**config.mk**
```make
export PLATFORM = sky130hd
export DESIGN_NAME = mem_arbiter_flat
export DESIGN_NICKNAME = d
export VERILOG_FILES = /design/src/rtl/mem_arbiter_if.sv /design/src/rtl/mem_arbiter.sv /design/src/flat_wrapper.sv
export SDC_FILE = /design/constraint.sdc
export NUM_CORES = 1
export LEC_CHECK = 0
export ABC_AREA = 1
export CORE_MARGIN = 3
export CORE_UTILIZATION = 25
export CTS_CLUSTER_SIZE = 10
export DETAILED_ROUTE_END_ITERATION = 16
export GPL_TIMING_DRIVEN = 0
export PLACE_DENSITY_LB_ADDON = 0.12
export SLEW_MARGIN = 10
export SYNTH_ARGS = -nofsm -noshare
export SYNTH_HDL_FRONTEND = slang
export SYNTH_SLANG_ARGS = --single-unit
```
**constraint.sdc**
```tcl
create_clock -name clk -period 3.6 [get_ports clk]
set_clock_uncertainty 0.2 [all_clocks]
set_input_delay 0.72 -clock clk [delete_from_list [all_inputs] [get_ports clk]]
set_output_delay 0.72 -clock clk [all_outputs]
set_load 0.02 [all_outputs]
```
**src/rtl/mem_arbiter_if.sv**
```systemverilog
// Bundle of CPU, debug/loader and RAM-side signals around mem_arbiter.
// slave = arbiter view, master = the surrounding CPU/debug/RAM environment.
interface mem_arbiter_if;
    logic [1:0]  cpu_mem_cmd;
    logic [8:0]  cpu_mem_addr;
    logic [15:0] cpu_wdata;
    logic [15:0] cpu_rdata;
    logic        cpu_stall;

    logic        dbg_req;
    logic        dbg_we;
    logic [7:0]  dbg_addr;
    logic [15:0] dbg_wdata;
    logic        dbg_gnt;
    logic        dbg_done;
    logic [15:0] dbg_rdata;

    logic [7:0]  ram_addr;
    logic        ram_we;
    logic [15:0] ram_wdata;
    logic [15:0] ram_rdata;

    modport slave (
        input  cpu_mem_cmd, cpu_mem_addr, cpu_wdata,
        output cpu_rdata, cpu_stall,
        input  dbg_req, dbg_we, dbg_addr, dbg_wdata,
        output dbg_gnt, dbg_done, dbg_rdata,
        output ram_addr, ram_we, ram_wdata,
        input  ram_rdata
    );

    modport master (
        output cpu_mem_cmd, cpu_mem_addr, cpu_wdata,
        input  cpu_rdata, cpu_stall,
        output dbg_req, dbg_we, dbg_addr, dbg_wdata,
        input  dbg_gnt, dbg_done, dbg_rdata,
        input  ram_addr, ram_we, ram_wdata,
        output ram_rdata
    );
endinterface

```
**src/rtl/mem_arbiter.sv**
```systemverilog
// Two-requester (CPU, debug loader) arbiter in front of a single-port synchronous RAM.
// Define ARB_ROUND_ROBIN_EN to alternate grants under contention instead of fixed CPU priority.
module mem_arbiter (
    input  logic          clk,
    input  logic          reset,
    mem_arbiter_if.slave  bus
);

    localparam logic [1:0] S_IDLE    = 2'd0;
    localparam logic [1:0] S_CPU_ACC = 2'd1;
    localparam logic [1:0] S_DBG_ACC = 2'd2;
    localparam logic [1:0] S_RSP     = 2'd3;

    localparam logic OWN_CPU = 1'b0;
    localparam logic OWN_DBG = 1'b1;

    localparam logic [1:0] MREAD  = 2'b01;
    localparam logic [1:0] MWRITE = 2'b10;

    logic [1:0]  state_q, state_d;
    logic        owner_q, owner_d;
    logic [15:0] cpu_rdata_q, cpu_rdata_d;
    logic [15:0] dbg_rdata_q, dbg_rdata_d;

    logic cpu_pend;
    logic pick_dbg;
    logic rsp_cpu;
    logic rsp_dbg;

    // Address bit 8 selects I/O space, which never touches the RAM.
    assign cpu_pend = ((bus.cpu_mem_cmd == MREAD) || (bus.cpu_mem_cmd == MWRITE))
                      && !bus.cpu_mem_addr[8];

`ifdef ARB_ROUND_ROBIN_EN
    logic last_owner_q, last_owner_d;

    assign pick_dbg = bus.dbg_req && (!cpu_pend || (last_owner_q == OWN_CPU));
`else
    assign pick_dbg = bus.dbg_req && !cpu_pend;
`endif

    // NOTE: every always_comb output gets a default first so no path can infer a latch.
    always_comb begin
        state_d     = state_q;
        owner_d     = owner_q;
        cpu_rdata_d = cpu_rdata_q;
        dbg_rdata_d = dbg_rdata_q;
`ifdef ARB_ROUND_ROBIN_EN
        last_owner_d = last_owner_q;
`endif
        case (state_q)
            S_IDLE: begin
                if (pick_dbg) begin
                    state_d = S_DBG_ACC;
                    owner_d = OWN_DBG;
`ifdef ARB_ROUND_ROBIN_EN
                    last_owner_d = OWN_DBG;
`endif
                end else if (cpu_pend) begin
                    state_d = S_CPU_ACC;
                    owner_d = OWN_CPU;
`ifdef ARB_ROUND_ROBIN_EN
                    last_owner_d = OWN_CPU;
`endif
                end
            end
            S_CPU_ACC, S_DBG_ACC: state_d = S_RSP;
            S_RSP: begin
                state_d = S_IDLE;
                if (owner_q == OWN_CPU) cpu_rdata_d = bus.ram_rdata;
                else                    dbg_rdata_d = bus.ram_rdata;
            end
            default: state_d = S_IDLE;
        endcase
    end

    // NOTE: sequential state uses non-blocking assignments only.
    always_ff @(posedge clk or posedge reset) begin
        if (reset) begin
            state_q     <= S_IDLE;
            owner_q     <= OWN_CPU;
            cpu_rdata_q <= '0;
            dbg_rdata_q <= '0;
`ifdef ARB_ROUND_ROBIN_EN
            last_owner_q <= OWN_DBG;
`endif
        end else begin
            state_q     <= state_d;
            owner_q     <= owner_d;
            cpu_rdata_q <= cpu_rdata_d;
            dbg_rdata_q <= dbg_rdata_d;
`ifdef ARB_ROUND_ROBIN_EN
            last_owner_q <= last_owner_d;
`endif
        end
    end

    // RAM strobes decode straight from state, so reset drops a write pulse at once.
    always_comb begin
        bus.ram_addr  = '0;
        bus.ram_wdata = '0;
        bus.ram_we    = 1'b0;
        case (state_q)
            S_CPU_ACC: begin
                bus.ram_addr  = bus.cpu_mem_addr[7:0];
                bus.ram_wdata = bus.cpu_wdata;
                bus.ram_we    = (bus.cpu_mem_cmd == MWRITE);
            end
            S_DBG_ACC: begin
                bus.ram_addr  = bus.dbg_addr;
                bus.ram_wdata = bus.dbg_wdata;
                bus.ram_we    = bus.dbg_we;
            end
            default: ;
        endcase
    end

    assign rsp_cpu = (state_q == S_RSP) && (owner_q == OWN_CPU);
    assign rsp_dbg = (state_q == S_RSP) && (owner_q == OWN_DBG);

    assign bus.cpu_stall = cpu_pend && !rsp_cpu;
    assign bus.dbg_gnt   = (state_q == S_DBG_ACC);
    assign bus.dbg_done  = rsp_dbg;

    // Read data bypasses the holding register in RSP so the requester sees it
    // in the same cycle its stall drops / done pulses.
    assign bus.cpu_rdata = rsp_cpu ? bus.ram_rdata : cpu_rdata_q;
    assign bus.dbg_rdata = rsp_dbg ? bus.ram_rdata : dbg_rdata_q;

endmodule

```
**src/flat_wrapper.sv**
```systemverilog
// flat-port wrapper written by rule: the top's interface ports become plain ports
module mem_arbiter_flat 
  (clk, reset, bus_cpu_mem_cmd, bus_cpu_mem_addr, bus_cpu_wdata, bus_cpu_rdata, bus_cpu_stall, bus_dbg_req, bus_dbg_we, bus_dbg_addr, bus_dbg_wdata, bus_dbg_gnt, bus_dbg_done, bus_dbg_rdata, bus_ram_addr, bus_ram_we, bus_ram_wdata, bus_ram_rdata);
  mem_arbiter_if bus_i ();
  input  logic clk;
  input  logic reset;
  input wire logic [$bits(bus_i.cpu_mem_cmd)-1:0] bus_cpu_mem_cmd;
  input wire logic [$bits(bus_i.cpu_mem_addr)-1:0] bus_cpu_mem_addr;
  input wire logic [$bits(bus_i.cpu_wdata)-1:0] bus_cpu_wdata;
  output wire logic [$bits(bus_i.cpu_rdata)-1:0] bus_cpu_rdata;
  output wire logic [$bits(bus_i.cpu_stall)-1:0] bus_cpu_stall;
  input wire logic [$bits(bus_i.dbg_req)-1:0] bus_dbg_req;
  input wire logic [$bits(bus_i.dbg_we)-1:0] bus_dbg_we;
  input wire logic [$bits(bus_i.dbg_addr)-1:0] bus_dbg_addr;
  input wire logic [$bits(bus_i.dbg_wdata)-1:0] bus_dbg_wdata;
  output wire logic [$bits(bus_i.dbg_gnt)-1:0] bus_dbg_gnt;
  output wire logic [$bits(bus_i.dbg_done)-1:0] bus_dbg_done;
  output wire logic [$bits(bus_i.dbg_rdata)-1:0] bus_dbg_rdata;
  output wire logic [$bits(bus_i.ram_addr)-1:0] bus_ram_addr;
  output wire logic [$bits(bus_i.ram_we)-1:0] bus_ram_we;
  output wire logic [$bits(bus_i.ram_wdata)-1:0] bus_ram_wdata;
  input wire logic [$bits(bus_i.ram_rdata)-1:0] bus_ram_rdata;
  assign bus_i.cpu_mem_cmd = bus_cpu_mem_cmd;
  assign bus_i.cpu_mem_addr = bus_cpu_mem_addr;
  assign bus_i.cpu_wdata = bus_cpu_wdata;
  assign bus_cpu_rdata = bus_i.cpu_rdata;
  assign bus_cpu_stall = bus_i.cpu_stall;
  assign bus_i.dbg_req = bus_dbg_req;
  assign bus_i.dbg_we = bus_dbg_we;
  assign bus_i.dbg_addr = bus_dbg_addr;
  assign bus_i.dbg_wdata = bus_dbg_wdata;
  assign bus_dbg_gnt = bus_i.dbg_gnt;
  assign bus_dbg_done = bus_i.dbg_done;
  assign bus_dbg_rdata = bus_i.dbg_rdata;
  assign bus_ram_addr = bus_i.ram_addr;
  assign bus_ram_we = bus_i.ram_we;
  assign bus_ram_wdata = bus_i.ram_wdata;
  assign bus_i.ram_rdata = bus_ram_rdata;
  mem_arbiter u_core (.clk(clk), .reset(reset), .bus(bus_i));
endmodule
```
==> reports/metrics.cfg, run 1 <==
[cells_and_area]
area_growth_syn_to_layout_pct = 79.9
drive_gt1_share_pct = 10.6
finalInstanceArea_um2 = 3400
fin_nets = 454
final_cells = 476
insertedDiodeCount = 0

[worst_setup_path]
cp.arrival_ns = 2.45
crit_chain = clkdlybuf4s50_1, inv_1, ha_1, nor2_1, inv_1, nor2_1, clkdlybuf4s50_1
path_delay_family = buffers and inverters
startpoint_type = primary input
cp_num_cells = 7
slowest_stage = clkdlybuf4s50_1
critPathMaxStageDelay_ns = 0.61
r2r_slack_ns = 2.06
endpoint = bus_cpu_stall
rr_worst_depth = 5
rr_startpoint = u_core.state_q[0]$_DFFE_PP0P_
required_ns = 2.68
cp_max_fo = 4
end_kind = primary output
rr_endpoint = u_core.dbg_rdata_q[4]$_DFFE_PP0P_
path_buf_inv = 4
crit_type = in -> out
crit_start = bus_cpu_mem_cmd[0]

[outcome]
status = finished clean

[floorplanning]
die_w_um = 93.0
coreArea_um2 = 7290
die_area_um2 = 8640
fp-row-count = 31
ios = 131
initial_core_util_pct = 25.9
die_h_um = 93.0

[synthesis]
yosysTopAreaCell = dfrtp_1
ys_seq_area_share_pct = 46.3
synth.most_common_cell = nand2_1
synthArstFlopShare_pct = 100
synth_cells = 239
syn-mean-instance-area_um2 = 7.91
ys_seq_elements = 35
yosysWarnings = 0
synth.distinct_cells = 19
synth_area_leaders = dfrtp_1 (46%), nand2_1 (15%), a21oi_1 (7.4%)
syn-num-nets = 317
synth_top_area_share_pct = 46.3
ys.flop_type = dfrtp_1
synth-edff-count = 0
synthTopCellsByCount = nand2_1 (75), dfrtp_1 (35), a21oi_1 (28)
netlist_area_um2 = 1890

[min_path]
hold_class = reg -> reg

[sta]
hold_viol = 0
tns_ns = 0
setup_viol = 0
relSlewSlack_pct = 51.9
tightestPinTransition_ns = 0.721
period_needed_ns = 3.37
layout_setup_ws_ns = 0.230
fin_crit_sh_pct = 93.6
rsz0062_at_grt = false
slew_violations = 0
fmax_mhz = 297

[place]
dp_slack_ns = 0.179
placed_area_um2 = 3320
placedCellCount = 468
portBuffers = 130
place_hpwl_um = 4860
place_congestion = 0.723

[grt]
grt_pass1_vias = 1940
overflow = 0
antenna_found_initial = 0
grt.total_usage_pct = 14.4
grt_max_degree = 36
grt_pass1_wl_um = 10000

[clock_network]
cts.sinks = 35
cts_resized = 0
post_cts_buffers = 0
cts_tree = done
clockBufferDepth = 2
cts_hold_buf = 0
cts_made_buffers = 5
cts_max_level = 2
clk_latency_ns = 0.28
cts-root-buf = clkbuf_8
path_clk_slew_ns = 0.07

[detailed_routing]
final_antenna_net_count = 0
first_iter_violations = 60
routed_wl_um = 6360
via_count = 2016
vias_per_cell = 4.24
drc_errors = 0
routedWlPerCell_um = 13.4
first_pass_iters = 4

[pwr]
vdd_drop_max_mv = 0.439
powerDensity_nw_per_um2 = 954
p_leak_nw = 1.45
p_total_mw = 3.24

[run]
maxCapViolCount = 0

-- layer usage --
metal | vias to the layer above | global-route usage [%] | wire length [um] | share of wire [%]
met5 | - | 0 | 0 | 0
met4 | 0 | 2.93 | 44 | 0.69
met3 | 6 | 4.96 | 658 | 10
met2 | 97 | 23.5 | 2860 | 45
met1 | 893 | 18.6 | 2800 | 44
li1 | 1020 | - | - | -
-- through the flow --
stage	utilization, %	hold WS, ns
after floorplan	-	0.304
after global placement	45.5	0.281
after detailed placement	45.5	0.287
after CTS	46.6	0.307
after global routing	46.6	0.340
final	46.6	0.304
-- power breakdown --
group / total (mW) / internal (mW) / switching [mW]
clock network: 0.277 / 0.135 / 0.142
logic: 2.31 / 1.01 / 1.30
registers: 0.652 / 0.584 / 0.0676
total: 3.24 / 1.73 / 1.51
-- registers in the layout (all words and copies together) (netlist names) --
name	flops
u_core.dbg_rdata_q	16
u_core.owner_q	1
u_core.state_q	2
u_core.cpu_rdata_q	16
-- worst min path at each step --
stage,start,endpoint,cells past startpoint
after floorplan,u_core.state_q[0]$_DFFE_PP0P_,u_core.state_q[0]$_DFFE_PP0P_,2
after global placement,u_core.dbg_rdata_q[11]$_DFFE_PP0P_,u_core.dbg_rdata_q[11]$_DFFE_PP0P_,2
after detailed placement,u_core.dbg_rdata_q[15]$_DFFE_PP0P_,u_core.dbg_rdata_q[15]$_DFFE_PP0P_,2
after CTS,u_core.dbg_rdata_q[0]$_DFFE_PP0P_,u_core.dbg_rdata_q[0]$_DFFE_PP0P_,2
after global routing,u_core.cpu_rdata_q[5]$_DFFE_PP0P_,u_core.cpu_rdata_q[5]$_DFFE_PP0P_,2
final,u_core.dbg_rdata_q[0]$_DFFE_PP0P_,u_core.dbg_rdata_q[0]$_DFFE_PP0P_,2
-- final cells by class --
| cell class | instances | area (um2) |
|---|---|---|
| Buffer | 13 | 95.1 |
| Clock buffer | 6 | 72.6 |
| Clock inverter | 2 | 12.5 |
| Fill cell | 764 | 3890 |
| Inverter | 26 | 97.6 |
| Multi-Input combinational cell | 165 | 822 |
| Sequential cell | 35 | 876 |
| Tap cell | 99 | 124 |
| Timing Repair Buffer | 130 | 1300 |
-- layout by cell type (no fill, tap or decap), drive strengths merged --
master,n
a21oi,41
buf,12
clkbuf,7
clkdlybuf4s50,130
clkinv,1
clkinvlp,1
dfrtp,35
ha,7
inv,26
nand2,76
nand3,1
nor2,22
o21ai,18
-- kinds of logic after synthesis --
family | count (synthesis) | synth area share, %
and+or+nand+nor | 99 | 20.6
AOI/OAI and AO/OA | 59 | 18.2
buffers and inverters | 39 | 10.2
DFF | 35 | 46.3
adders and majority gates | 7 | 4.63
-- tightest hold or removal path, delay by kind of cell (launching register included) --
kind	cells	cell delay, ns
compound gates	1	0.09
simple gates	1	0.05
flops	1	0.33
Power figures use the tool's default switching activity.
==> run 2, diff against run 1 <==
==> constraint.sdc (replaced) <==
create_clock -name clk -period 3.35 [get_ports clk]
set_clock_uncertainty 0.2 [all_clocks]
set_input_delay 0.67 -clock clk [delete_from_list [all_inputs] [get_ports clk]]
set_output_delay 0.67 -clock clk [all_outputs]
set_load 0.02 [all_outputs]
==> run 2 against run 1 <==
  * Count of clock-buffer cells in the layout is the same
  * First-iteration DRC count shrank 5.0%
  * Non-clock buffer count is the same
  * Critical path depth shrank 1
  * Cell area is essentially flat
  * Hold slack is the same
  * Core utilization is essentially flat
  * Sequential power grew 7.5%
  * Setup slack lost 0.047 ns
  * Register-to-register slack lost 0.25 ns
  * Via count is the same
  * Clock power grew 7.6%
  * Highest routed layer unchanged
==> reports/metrics.cfg, run 2 (synthesis results as in run 1) <==
[sta]
fmax_mhz = 316
period_needed_ns = 3.17
hold_viol = 0  ; unchanged
rsz0062_at_grt = false  ; unchanged
setup_viol = 0  ; unchanged
relSlewSlack_pct = 51.9  ; unchanged
tns_ns = 0  ; unchanged
fin_crit_sh_pct = 94.5
slew_violations = 0  ; unchanged
tightestPinTransition_ns = 0.721  ; unchanged

[clock_network]
cts_tree = done  ; unchanged
clk_latency_ns = 0.28  ; about the same
cts_made_buffers = 5  ; unchanged
cts_max_level = 2  ; unchanged
cts.sinks = 35  ; unchanged
path_clk_slew_ns = 0.07  ; about the same
cts-root-buf = clkbuf_8  ; unchanged
clockBufferDepth = 2  ; unchanged
cts_hold_buf = 0  ; unchanged

[pwr]
p_leak_nw = 1.46  ; was 1.45 nW
powerDensity_nw_per_um2 = 1020  ; was 954 nW/um2
vdd_drop_max_mv = 0.471  ; was 0.439 mV

[grt]
overflow = 0  ; unchanged
antenna_found_initial = 0  ; unchanged
grt_pass1_vias = 1940  ; unchanged
grt.total_usage_pct = 14.4  ; unchanged
grt_pass1_wl_um = 10000  ; unchanged
grt_max_degree = 36  ; unchanged

[cells_and_area]
fill_cells = 765  ; was 764
top_regs = u_core.cpu_rdata_q x16, u_core.dbg_rdata_q x16, u_core.state_q x2  ; unchanged
drive_gt1_share_pct = 10.6  ; unchanged
insertedDiodeCount = 0  ; unchanged
final_cells = 476  ; unchanged
fin_nets = 454  ; unchanged
final_common_cell = clkdlybuf4s50_1  ; unchanged
area_growth_syn_to_layout_pct = 80.0  ; was 79.9%
final_cell_mix = clkdlybuf4s50_1 (129), nand2_1 (75), dfrtp_1 (35)  ; was clkdlybuf4s50_1 (130), nand2_1 (75), dfrtp_1 (35)

[run]
maxCapViolCount = 0  ; unchanged

[detailed_routing]
routed_wl_um = 6360  ; about the same
routedWlPerCell_um = 13.4  ; about the same
vias_per_cell = 4.24  ; unchanged
first_pass_iters = 4  ; unchanged
final_antenna_net_count = 0  ; unchanged
via_count = 2016  ; unchanged
drc_errors = 0  ; unchanged
first_iter_violations = 57  ; was 60

[worst_setup_path]
cp.arrival_ns = 2.30  ; was 2.45 ns
required_ns = 2.48  ; was 2.68 ns
end_kind = primary output  ; unchanged
cp_max_fo = 10  ; was 4
crit_type = reg -> out  ; was in -> out
startpoint_type = register  ; was primary input

[place]
placedCellCount = 468  ; unchanged
place_congestion = 0.723  ; unchanged
portBuffers = 130  ; unchanged
place_hpwl_um = 4860  ; unchanged

[outcome]
status = finished clean  ; unchanged

[floorplanning]
initial_core_util_pct = 25.9  ; unchanged
die_h_um = 93.0  ; unchanged
fp-row-count = 31  ; unchanged
coreArea_um2 = 7290  ; unchanged
die_area_um2 = 8640  ; unchanged
ios = 131  ; unchanged
die_w_um = 93.0  ; unchanged

[min_path]
hold_class = reg -> reg  ; unchanged

[run 2: area by class of cell]
| class | instances | area [um2] | share of cell area [%] |
|---|---|---|---|
| clock buffers | 6 | 72.6 | 2.13 |
| plain buffers | 13 | 95.1 | 2.79 |
| multi-input cells | 165 | 822 | 24.2 |
| well taps | 99 | 124 | 3.64 |
| inverters | 26 | 97.6 | 2.87 |
| repair buffers | 130 | 1300 | 38.3 |
| flip-flops and latches | 35 | 876 | 25.7 |
| clock inverters | 2 | 12.5 | 0.368 |
[run 2: worst paths after layout]
path                       cells after the start                               from  slack, ns                           endpoint
hold reg to reg                                2  u_core.dbg_rdata_q[0]$_DFFE_PP0P_       0.30  u_core.dbg_rdata_q[0]$_DFFE_PP0P_
min in group asynchronous                      2                              reset       0.62  u_core.cpu_rdata_q[6]$_DFFE_PP0P_
hold / removal                                 2  u_core.dbg_rdata_q[0]$_DFFE_PP0P_       0.30  u_core.dbg_rdata_q[0]$_DFFE_PP0P_
max in group asynchronous                      2                              reset       1.86         u_core.owner_q$_DFFE_PP0P_
setup / recovery                               6      u_core.state_q[0]$_DFFE_PP0P_       0.18                    bus_ram_addr[4]
setup reg to reg                               5      u_core.state_q[0]$_DFFE_PP0P_       1.81  u_core.dbg_rdata_q[4]$_DFFE_PP0P_
[run 2: what timing repair did]
action	in CTS	in global routing
hold endpoints to repair	0	0
endpoints found under the setup margin	0	1
resized for setup	0	1
setup buffers	0	0
[run 2: stage by stage]
stage | total power, mW | hold WS (ns) | setup WS [ns] | instance area (um2) | util, %
floorplan | 2.08 | 0.304 | 0.966 | 1890 | -
finish | 3.49 | 0.304 | 0.183 | 3400 | 46.7
CTS | 3.53 | 0.307 | 0.0276 | 3400 | 46.6
global placement | 3.20 | 0.281 | 0.0661 | 3320 | 45.5
detailed placement | 3.21 | 0.287 | 0.0287 | 3320 | 45.5
global route | 3.75 | 0.340 | 0.00201 | 3400 | 46.7
[run 2: power breakdown]
group	switching, mW	total, mW	leakage, nW	internal, mW
logic	1.40	2.49	1.02	1.09
registers	0.0726	0.701	0.403	0.628
clock network	0.153	0.298	0.0412	0.145
[run 2: critical path: stages, from the launching register on]
cell and delay (ns):
dfrtp_1 0.42, inv_1 0.14, ha_1 0.31, buf_2 0.26, nand2_1 0.08, a21oi_1 0.18
clkdlybuf4s50_1 0.63
[run 2: per-layer routing]
metal,share of wire [%],GRT usage (%),up-vias
met5,0,0,-
met4,0.69,2.93,0
met3,10,4.96,6
met2,45,23.5,97
met1,44,18.6,893
li1,-,-,1020
==> run 3, diff against run 2 <==
--- a/config.mk
+++ b/config.mk
@@ -7,7 +7,7 @@
 export LEC_CHECK = 0
 export ABC_AREA = 1
 export CORE_MARGIN = 3
-export CORE_UTILIZATION = 25
+export CORE_UTILIZATION = 35
 export CTS_CLUSTER_SIZE = 10
 export DETAILED_ROUTE_END_ITERATION = 16
 export GPL_TIMING_DRIVEN = 0
==> run 3 against run 2 <==
  * Critical path depth unchanged
  * Highest routed layer unchanged
  * Core utilization up 19 points
  * Count of clock-buffer cells in the layout up 1
  * Sequential share of layout area up 0.20 points
  * Global-route usage up 5.6 points
  * Largest cell class unchanged
  * Clock power up 7.7%
  * Sequential power about the same
  * Sequential cell count unchanged
  * First-iteration DRC count up 40%
  * Largest power group unchanged
  * Critical path type unchanged
  * Total power up 0.16%
==> reports/metrics.cfg, run 3 (synthesis results as in run 1) <==
[floorplanning]
die_w_um = 79.5  ; was 93.0 um
die_area_um2 = 6320  ; was 8640 um2
ios = 131  ; unchanged
initial_core_util_pct = 36.6  ; was 25.9%
coreArea_um2 = 5170  ; was 7290 um2
die_h_um = 79.5  ; was 93.0 um
fp-row-count = 26  ; was 31

[clock_network]
cts.sinks = 35  ; unchanged
clockBufferDepth = 2  ; unchanged
cts_resized = 0  ; unchanged
cts_hold_buf = 0  ; unchanged
post_cts_buffers = 0  ; unchanged
cts-root-buf = clkbuf_8  ; unchanged
cts_made_buffers = 5  ; unchanged
clk_latency_ns = 0.29  ; was 0.28 ns
cts_tree = done  ; unchanged
cts_max_level = 2  ; unchanged
path_clk_slew_ns = 0.07  ; about the same

[sta]
slew_violations = 0  ; unchanged
period_needed_ns = 3.16  ; was 3.17 ns
fin_crit_sh_pct = 94.4  ; was 94.5%
relSlewSlack_pct = 52.1  ; was 51.9%
tightestPinTransition_ns = 0.718  ; was 0.721 ns
fmax_mhz = 316  ; about the same
tns_ns = 0  ; unchanged
setup_viol = 0  ; unchanged
rsz0062_at_grt = false  ; unchanged
hold_viol = 0  ; unchanged

[worst_setup_path]
end_kind = primary output  ; unchanged
path_delay_family = buffers and inverters  ; unchanged
crit_chain = inv_1, ha_1, buf_2, nand2_1, a21oi_1, clkdlybuf4s50_1  ; unchanged
rr_startpoint = u_core.state_q[1]$_DFFE_PP0P_  ; was u_core.state_q[0]$_DFFE_PP0P_
cp_max_fo = 10  ; unchanged
crit_type = reg -> out  ; unchanged
critPathMaxStageDelay_ns = 0.64  ; was 0.63 ns
endpoint = bus_ram_wdata[14]  ; was bus_ram_addr[4]
startpoint_type = register  ; unchanged
rr_worst_depth = 5  ; unchanged
crit_start = u_core.state_q[0]$_DFFE_PP0P_  ; unchanged
rr_endpoint = u_core.dbg_rdata_q[6]$_DFFE_PP0P_  ; was u_core.dbg_rdata_q[4]$_DFFE_PP0P_
slowest_stage = clkdlybuf4s50_1  ; unchanged
path_buf_inv = 3  ; unchanged
required_ns = 2.48  ; about the same
cp.arrival_ns = 2.29  ; was 2.30 ns
r2r_slack_ns = 1.80  ; was 1.81 ns
cp_num_cells = 6  ; unchanged

[grt]
overflow = 0  ; unchanged
grt_pass1_wl_um = 10000  ; about the same
grt_pass1_vias = 1994  ; was 1940
grt_max_degree = 36  ; unchanged
antenna_found_initial = 0  ; unchanged
grt.total_usage_pct = 20.0  ; was 14.4%

[cells_and_area]
area_growth_syn_to_layout_pct = 78.6  ; was 80.0%
drive_gt1_share_pct = 10.6  ; unchanged
insertedDiodeCount = 0  ; unchanged
final_cell_mix = clkdlybuf4s50_1 (129), nand2_1 (75), dfrtp_1 (35)  ; unchanged
final_common_cell = clkdlybuf4s50_1  ; unchanged
fin_nets = 454  ; unchanged
fill_cells = 445  ; was 765
top_regs = u_core.cpu_rdata_q x16, u_core.dbg_rdata_q x16, u_core.state_q x2  ; unchanged
register_area_um2 = 876  ; unchanged
final_cells = 447  ; was 476
multi_input_area_um2 = 822  ; unchanged

[run]
maxCapViolCount = 0  ; unchanged

[pwr]
p_total_mw = 3.49  ; about the same
p_switching_mw = 1.61  ; was 1.62 mW
vdd_drop_max_mv = 0.624  ; was 0.471 mV
seq_power_share_pct = 20.2  ; was 20.1%
p_int_mw = 1.88  ; was 1.86 mW
p_leak_nw = 1.47  ; was 1.46 nW
powerDensity_nw_per_um2 = 1030  ; was 1020 nW/um2
comb_power_share_pct = 70.6  ; was 71.3%
clkPwrFrac_pct = 9.2  ; was 8.5%
switching_share_pct = 46.0  ; was 46.6%

[detailed_routing]
vias_per_cell = 4.58  ; was 4.24
routed_wl_um = 6210  ; was 6360 um
first_iter_violations = 80  ; was 57
final_antenna_net_count = 0  ; unchanged
via_count = 2049  ; was 2016
first_pass_iters = 4  ; unchanged
routedWlPerCell_um = 13.9  ; was 13.4 um
drc_errors = 0  ; unchanged

[outcome]
status = finished clean  ; unchanged

[place]
portBuffers = 130  ; unchanged
place_congestion = 0.776  ; was 0.723
place_hpwl_um = 4880  ; was 4860 um
placedCellCount = 439  ; was 468

[min_path]
hold_class = reg -> reg  ; unchanged

==> run 3: cell count changes in the layout (fill, tap and decap cells not counted) <==
| cell | before | now |
|---|---|---|
| clkinvlp_4 | 1 | 0 |
| clkbuf_8 | 6 | 7 |
| clkinv_2 | 1 | 0 |
| clkinv_4 | 0 | 1 |
==> run 3: worst min-delay path by stage <==
stage / from / to / slack [ns] / cells after the start
final: u_core.dbg_rdata_q[15]$_DFFE_PP0P_ / u_core.dbg_rdata_q[15]$_DFFE_PP0P_ / 0.30 / 2
after floorplan: u_core.state_q[0]$_DFFE_PP0P_ / u_core.state_q[0]$_DFFE_PP0P_ / 0.30 / 2
after global placement: u_core.dbg_rdata_q[13]$_DFFE_PP0P_ / u_core.dbg_rdata_q[13]$_DFFE_PP0P_ / 0.28 / 2
after CTS: u_core.dbg_rdata_q[15]$_DFFE_PP0P_ / u_core.dbg_rdata_q[15]$_DFFE_PP0P_ / 0.31 / 2
after global routing: u_core.dbg_rdata_q[5]$_DFFE_PP0P_ / u_core.dbg_rdata_q[5]$_DFFE_PP0P_ / 0.33 / 2
after detailed placement: u_core.dbg_rdata_q[15]$_DFFE_PP0P_ / u_core.dbg_rdata_q[15]$_DFFE_PP0P_ / 0.29 / 2
==> run 3: stage by stage <==
step	utilization [%]	setup WS, ns	hold slack [ns]	cell area, um2
finish	65.3	0.188	0.297	3380
CTS	65.2	0.0731	0.307	3370
detailed placement	63.4	0.0866	0.286	3280
global placement	63.4	0.0793	0.278	3280
floorplan	-	0.966	0.304	1890
global route	65.3	0.0163	0.332	3380
==> run 3: worst min-delay path: cells and delay by family, from the launching register on <==
kind / cells / cell delay (ns)
AND/OR/NAND/NOR: 1 / 0.04
flip-flops: 1 / 0.32
AO/OA/AOI/OAI: 1 / 0.08
==> run 3: cell type report <==
cell class                      instances  share of cell area, %
Buffer                                 13                   2.82
Clock buffer                            7                   2.56
Clock inverter                          1                  0.259
Inverter                               26                   2.89
Multi-Input combinational cell        165                   24.3
Sequential cell                        35                   25.9
Tap cell                               70                   2.59
Timing Repair Buffer                  130                   38.6
==> run 3: routing by layer <==
metal / GRT usage, % / vias to the layer above / share of wire (%)
met5: 0 / - / 0
met1: 25.1 / 936 / 42
met3: 5.64 / 11 / 7.3
met2: 33.5 / 83 / 49
met4: 5.67 / 0 / 1.6
li1: - / 1019 / -
==> run 3: power groups by stage <==
stage / Combinational, mW / Sequential (mW) / Clock (mW)
2_1_floorplan: 1.39 / 0.693 / 0
3_3_place_gp: 2.46 / 0.704 / 0
3_5_place_dp: 2.48 / 0.713 / 0
4_1_cts: 2.49 / 0.705 / 0.332
5_1_grt: 2.68 / 0.727 / 0.350
6_report: 2.47 / 0.704 / 0.321
